$ cat src/rtl/tdl_pkg.sv
// Shared types and helpers for the multi-channel tapped delay line.
package tdl_pkg;

  localparam int SAMPLE_W = 13;

  typedef logic signed [SAMPLE_W-1:0] sample_t;

  typedef enum logic {
    IDLE  = 1'b0,
    CLEAR = 1'b1
  } flush_state_e;

  // Zero or out-of-range programmed depths fall back to the full line.
  function automatic int depth_eff(input int depth, input int taps);
    return ((depth == 0) || (depth > taps)) ? taps : depth;
  endfunction

endpackage

$ cat src/rtl/tdl_mc_if.sv
// Sample/snapshot bus between the FIR front end and the tapped delay line.
interface tdl_mc_if #(
  parameter int DATA_WIDTH = 13,
  parameter int TAPS       = 8,
  parameter int CHANNELS   = 4
);
  localparam int CH_W  = (CHANNELS > 1) ? $clog2(CHANNELS) : 1;
  localparam int DEP_W = $clog2(TAPS + 1);

  logic                               VIN;
  logic                               READY;
  logic [CH_W-1:0]                    CH_IN;
  logic signed [DATA_WIDTH-1:0]       DIN;
  logic [DEP_W-1:0]                   DEPTH;
  logic                               FLUSH;
  logic                               VOUT;
  logic [CH_W-1:0]                    CH_OUT;
  logic [TAPS-1:0][DATA_WIDTH-1:0]    TP;
  logic                               FULL;
  logic                               BUSY;
  logic                               ERR;

  modport master (
    output VIN, CH_IN, DIN, DEPTH, FLUSH,
    input  READY, VOUT, CH_OUT, TP, FULL, BUSY, ERR
  );

  modport slave (
    input  VIN, CH_IN, DIN, DEPTH, FLUSH,
    output READY, VOUT, CH_OUT, TP, FULL, BUSY, ERR
  );
endinterface

$ cat src/rtl/tdl_line.sv
// One channel's sample history: shift register plus saturating fill counter.
module tdl_line #(
  parameter int DATA_WIDTH = 13,
  parameter int TAPS       = 8,
  parameter int FILL_W     = 4
) (
  input  logic                            CLK,
  input  logic                            RST_n,
  input  logic                            shift_en_i,
  input  logic                            clear_i,
  input  logic [DATA_WIDTH-1:0]           din_i,
  output logic [TAPS-1:0][DATA_WIDTH-1:0] line_o,
  output logic [FILL_W-1:0]               fill_o
);
  localparam logic [FILL_W-1:0] TAPS_F = FILL_W'(TAPS);

  logic [TAPS-1:0][DATA_WIDTH-1:0] line_q;
  logic [FILL_W-1:0]               fill_q;

  always_ff @(posedge CLK or negedge RST_n) begin
    if (!RST_n) begin
      line_q <= '0;
      fill_q <= '0;
    end else if (clear_i) begin
      line_q <= '0;
      fill_q <= '0;
    end else if (shift_en_i) begin
      line_q <= {line_q[TAPS-2:0], din_i};
      if (fill_q != TAPS_F) fill_q <= fill_q + 1'b1;
    end
  end

  assign line_o = line_q;
  assign fill_o = fill_q;
endmodule

$ cat src/rtl/tdl_mc.sv
// Multi-channel tapped delay line: flush sequencer, channel decode, snapshot register.
//   state | meaning
//   IDLE  | accepting samples, READY=1
//   CLEAR | wiping channel cc_q per cycle, READY=0, BUSY=1
module tdl_mc
  import tdl_pkg::*;
#(
  parameter int DATA_WIDTH = SAMPLE_W,
  parameter int TAPS       = 8,
  parameter int CHANNELS   = 4
) (
  input logic       CLK,
  input logic       RST_n,
  tdl_mc_if.slave   bus
);
  localparam int CH_W  = (CHANNELS > 1) ? $clog2(CHANNELS) : 1;
  localparam int DEP_W = $clog2(TAPS + 1);
  localparam logic [CH_W:0]    NUM_CH  = (CH_W+1)'(CHANNELS);
  localparam logic [CH_W-1:0]  LAST_CH = CH_W'(CHANNELS - 1);
  localparam logic [DEP_W-1:0] TAPS_F  = DEP_W'(TAPS);

  typedef logic [TAPS-1:0][DATA_WIDTH-1:0] taps_t;

  flush_state_e     state_q, state_d;
  logic [CH_W-1:0]  cc_q, cc_d;
  logic             ch_valid, accept, bad;

  taps_t            line_w [CHANNELS];
  logic [DEP_W-1:0] fill_w [CHANNELS];
  logic [CHANNELS-1:0] shift_en, clr;

  taps_t            sel_line, post_line, tp_d, tp_q;
  logic [DEP_W-1:0] sel_fill, fill_post;
  int               deff;
  logic             full_d, full_q, vout_q, err_q;
  logic [CH_W-1:0]  ch_out_q;

  assign ch_valid = ({1'b0, bus.CH_IN} < NUM_CH);

  always_comb begin
    state_d = state_q;
    cc_d    = cc_q;
    accept  = 1'b0;
    bad     = 1'b0;
    case (state_q)
      IDLE: begin
        accept = bus.VIN && ch_valid;
        bad    = bus.VIN && !ch_valid;
        if (bus.FLUSH) begin
          state_d = CLEAR;
          cc_d    = '0;
        end
      end
      CLEAR: begin
        if (cc_q == LAST_CH) state_d = IDLE;
        else                 cc_d    = cc_q + 1'b1;
      end
    endcase
  end

  for (genvar c = 0; c < CHANNELS; c++) begin : g_line
    assign shift_en[c] = accept && (bus.CH_IN == CH_W'(c));
    assign clr[c]      = (state_q == CLEAR) && (cc_q == CH_W'(c));

    tdl_line #(
      .DATA_WIDTH (DATA_WIDTH),
      .TAPS       (TAPS),
      .FILL_W     (DEP_W)
    ) u_line (
      .CLK        (CLK),
      .RST_n      (RST_n),
      .shift_en_i (shift_en[c]),
      .clear_i    (clr[c]),
      .din_i      (bus.DIN),
      .line_o     (line_w[c]),
      .fill_o     (fill_w[c])
    );
  end

  // Snapshot is built from the post-shift view so it matches what the line holds next cycle.
  always_comb begin
    sel_line = '0;
    sel_fill = '0;
    for (int c = 0; c < CHANNELS; c++) begin
      if (bus.CH_IN == CH_W'(c)) begin
        sel_line = line_w[c];
        sel_fill = fill_w[c];
      end
    end
    post_line[0] = bus.DIN;
    for (int k = 1; k < TAPS; k++) post_line[k] = sel_line[k-1];
    fill_post = (sel_fill == TAPS_F) ? sel_fill : sel_fill + 1'b1;
    deff      = depth_eff(int'(bus.DEPTH), TAPS);
    for (int k = 0; k < TAPS; k++) tp_d[k] = (k < deff) ? post_line[k] : '0;
    full_d = (int'(fill_post) >= deff);
  end

  always_ff @(posedge CLK or negedge RST_n) begin
    if (!RST_n) begin
      state_q  <= IDLE;
      cc_q     <= '0;
      vout_q   <= 1'b0;
      err_q    <= 1'b0;
      full_q   <= 1'b0;
      ch_out_q <= '0;
      tp_q     <= '0;
    end else begin
      state_q <= state_d;
      cc_q    <= cc_d;
      vout_q  <= accept;
      err_q   <= bad;
      if (accept) begin
        tp_q     <= tp_d;
        ch_out_q <= bus.CH_IN;
        full_q   <= full_d;
      end
    end
  end

  assign bus.READY  = (state_q == IDLE);
  assign bus.BUSY   = (state_q == CLEAR);
  assign bus.VOUT   = vout_q;
  assign bus.ERR    = err_q;
  assign bus.TP     = tp_q;
  assign bus.CH_OUT = ch_out_q;
  assign bus.FULL   = full_q;
endmodule

$ cat src/flat_wrapper.sv
// flat-port wrapper written by rule: the top's interface ports become plain ports
module tdl_mc_flat import tdl_pkg::*;
#(
  parameter int DATA_WIDTH = SAMPLE_W,
  parameter int TAPS       = 8,
  parameter int CHANNELS   = 4
)
  (CLK, RST_n, bus_VIN, bus_CH_IN, bus_DIN, bus_DEPTH, bus_FLUSH, bus_READY, bus_VOUT, bus_CH_OUT, bus_TP, bus_FULL, bus_BUSY, bus_ERR);
  tdl_mc_if #(.DATA_WIDTH(DATA_WIDTH), .TAPS(TAPS), .CHANNELS(CHANNELS)) bus_i ();
  input logic CLK;
  input logic RST_n;
  input wire logic [$bits(bus_i.VIN)-1:0] bus_VIN;
  input wire logic [$bits(bus_i.CH_IN)-1:0] bus_CH_IN;
  input wire logic [$bits(bus_i.DIN)-1:0] bus_DIN;
  input wire logic [$bits(bus_i.DEPTH)-1:0] bus_DEPTH;
  input wire logic [$bits(bus_i.FLUSH)-1:0] bus_FLUSH;
  output wire logic [$bits(bus_i.READY)-1:0] bus_READY;
  output wire logic [$bits(bus_i.VOUT)-1:0] bus_VOUT;
  output wire logic [$bits(bus_i.CH_OUT)-1:0] bus_CH_OUT;
  output wire logic [$bits(bus_i.TP)-1:0] bus_TP;
  output wire logic [$bits(bus_i.FULL)-1:0] bus_FULL;
  output wire logic [$bits(bus_i.BUSY)-1:0] bus_BUSY;
  output wire logic [$bits(bus_i.ERR)-1:0] bus_ERR;
  assign bus_i.VIN = bus_VIN;
  assign bus_i.CH_IN = bus_CH_IN;
  assign bus_i.DIN = bus_DIN;
  assign bus_i.DEPTH = bus_DEPTH;
  assign bus_i.FLUSH = bus_FLUSH;
  assign bus_READY = bus_i.READY;
  assign bus_VOUT = bus_i.VOUT;
  assign bus_CH_OUT = bus_i.CH_OUT;
  assign bus_TP = bus_i.TP;
  assign bus_FULL = bus_i.FULL;
  assign bus_BUSY = bus_i.BUSY;
  assign bus_ERR = bus_i.ERR;
  tdl_mc #(.DATA_WIDTH(DATA_WIDTH), .TAPS(TAPS), .CHANNELS(CHANNELS)) u_core (.CLK(CLK), .RST_n(RST_n), .bus(bus_i));
endmodule
$ cat config.mk
export PLATFORM = sky130hd
export DESIGN_NAME = tdl_mc_flat
export DESIGN_NICKNAME = d
export VERILOG_FILES = /design/src/rtl/tdl_pkg.sv /design/src/rtl/tdl_mc_if.sv /design/src/rtl/tdl_line.sv /design/src/rtl/tdl_mc.sv /design/src/flat_wrapper.sv
export SDC_FILE = /design/constraint.sdc
export NUM_CORES = 1
export LEC_CHECK = 0
export ABC_AREA = 0
export CORE_UTILIZATION = 65
export DETAILED_ROUTE_END_ITERATION = 6
export PLACE_DENSITY = 0.88
export SLEW_MARGIN = 5
export SYNTH_ARGS = -nofsm -noshare
export SYNTH_HDL_FRONTEND = slang
export SYNTH_HIERARCHICAL = 1
export SYNTH_SLANG_ARGS = --single-unit
$ cat constraint.sdc
create_clock -name CLK -period 6 [get_ports CLK]
set_input_delay 1.2 -clock CLK [delete_from_list [all_inputs] [get_ports CLK]]
set_output_delay 1.2 -clock CLK [all_outputs]
set_load 0.03 [all_outputs]
==> metrics.cfg <==
[synth]
syn_area_um2 = 22800
synth.avg_cell_area_um2 = 11.6
syn_inst = 1963
yosysWarnings = 6
synthesis.nets = 2004

[worst_hold_path]
hold_path_depth = 2
whs_endpoint = u_core/bus.TP[39]
hold_start = u_core/bus.TP[39]
hp-class = flop to flop

[floorplanning]
start_util_pct = 66.0
dieArea_um2 = 35800
die_x_um = 189
floorplan.rows = 68
coreArea_um2 = 34500
die_h_um = 189
io_pins = 134

[power]
leakage_uw = 0.0114
power.density_nw_per_um2 = 383
vdd_drop_max_uv = 323

[global_routing]
grt_use_met3_pct = 6.52
antenna_found_initial = 2
gr-total-overflow = 0
grt_pass1_wl_um = 93000
track_usage_pct = 33.6
grt_max_degree = 188
use_met2_pct = 55.2
grt_pass1_vias = 16700
met1_usage_pct = 43.6
grt.busiest_layer = met2

[cts]
clk_pin_slew_ps = 60
clock_latency_ps = 560
clock-sinks = 491
clk_path_buf_depth = 3
cts_tree = built
post_cts_buffers = 0
h-tree-depth = 2
cts-resized-gates = 0
cts_root_buffer = clkbuf_16
cts_buffers = 49
hold_buffers = 0

[routing]
routed-via-count = 16000
drc_errors = 0
via_per_inst = 6.35
wire_per_inst_um = 23.4
drt_iter0_drc = 1493
drt-total-wl_um = 58800
drtAntennaViolNets = 0
dr.pass1.iters = 5

[sta]
drv_slew = 0
fmax_ghz = 0.277
worst_slew_pin_slew_ps = 1280
tns_ps = 0
rsz0062_at_grt = no
setup_viol = 0
period_needed_ps = 3620
fin_hold_ws_ps = 475
hold_viol = 0
fin_skew_ps = 8.24
finalCritPeriodShare_pct = 60.3
slew_headroom_pct = 14.5

[finish]
final_nets = 2063
fin_cells = 2513
fillCellCount = 2154
drive_gt1_share_pct = 9.53
area_growth_pct = 12.3

[worst_setup_path]
path_max_fanout = 84
crit_required_ps = 6400
r2r_end = u_core/g_line[1].u_line/line_o[89]
r2r_start = u_core/bus.BUSY
r2r_setup_slack_ps = 2920
critical_path_class = input port to flop
startpoint_type = input port
cp-end-kind = flop
cp.arrival_ps = 4020
reg2reg_depth = 8

[place]
port_buffers = 132
dp_hpwl_um = 34800
dp.cells = 2426
routabilityCongestion = 0.860

[outcome]
status = finished, final reports clean

[flow_run]
max_cap_viol_count = 0

-- sequential cells by signal, indices dropped and copies added (netlist names) --
signal                       flops
u_core/bus.FULL                  1
u_core/bus.TP                  104
u_core/g_line.u_line/line_o    364
u_core/g_line.u_line/fill_o     16
u_core/bus.VOUT                  1
u_core/bus.BUSY                  1
u_core/bus.CH_OUT                2
u_core/cc_q                      2
-- cells in the final DEF (no fill, tap or decap), drive strengths merged, types with 53 or more instances in the layout --
| master | count |
|---|---|
| dfrtp | 491 |
| nor2 | 406 |
| nand2 | 145 |
| mux4 | 74 |
| clkdlybuf4s50 | 129 |
| mux2i | 368 |
| clkbuf | 72 |
| inv | 69 |
| o21ai | 82 |
| nand2b | 53 |
-- per-stage QoR --
step                      utilization (%)  setup WS [ps]  instance area, µm²  power [µW]
after floorplan                         -           2750               22800        5680
final                                74.1           2380               25600        9810
after detailed placement             69.3           2000               23900        6630
after global routing                 74.1           2370               25600       10200
after global placement               69.3           2110               23900        6530
after CTS                            74.1           2530               25600        9810
-- metal layers --
| layer | wire [µm] | up-vias | part of all wire, % |
|---|---|---|---|
| met5 | 0 | - | 0 |
| met4 | 2540 | 0 | 4.3 |
| met3 | 4750 | 194 | 8.1 |
| met2 | 28700 | 819 | 49 |
| met1 | 22800 | 8202 | 39 |
| li1 | - | 6752 | - |
-- worst max-delay path by stage --
stage	start	end	slack (ps)	depth (start not counted)
global placement	bus_VIN	u_core/g_line[3].u_line/line_o[21]	2110	7
CTS	bus_VIN	u_core/g_line[3].u_line/line_o[7]	2530	7
detailed placement	bus_VIN	u_core/g_line[3].u_line/line_o[20]	2000	7
global route	bus_VIN	u_core/g_line[3].u_line/line_o[7]	2370	7
finish	bus_VIN	u_core/g_line[1].u_line/line_o[89]	2380	8
floorplan	bus_CH_IN[0]	u_core/bus.FULL	2750	13
-- cell type report --
class	count	area, µm²	share of cell area, %
Sequential cell	491	12300	48.0
Antenna cell	1	2.50	0.00978
Tap cell	455	569	2.22
Multi-Input combinational cell	1254	9240	36.1
Clock buffer	72	1440	5.61
Timing Repair Buffer	158	1570	6.14
Clock inverter	14	229	0.895
Inverter	68	255	0.997
-- power by group --
group          total [µW]  switching, µW  internal, µW
clock network        3170           1260          1910
logic                2490           1640           849
registers            4150            393          3760
total                9810           3300          6510
-- worst max-delay path: stages --
cell and delay, ps:
clkdlybuf4s50_1 510, nand2_4 200, inv_2 390, nand2_1 180
nor2_4 370, buf_12 490, mux2i_1 330, nor2_1 70
No activity file was read; power rests on OpenSTA's default activity.
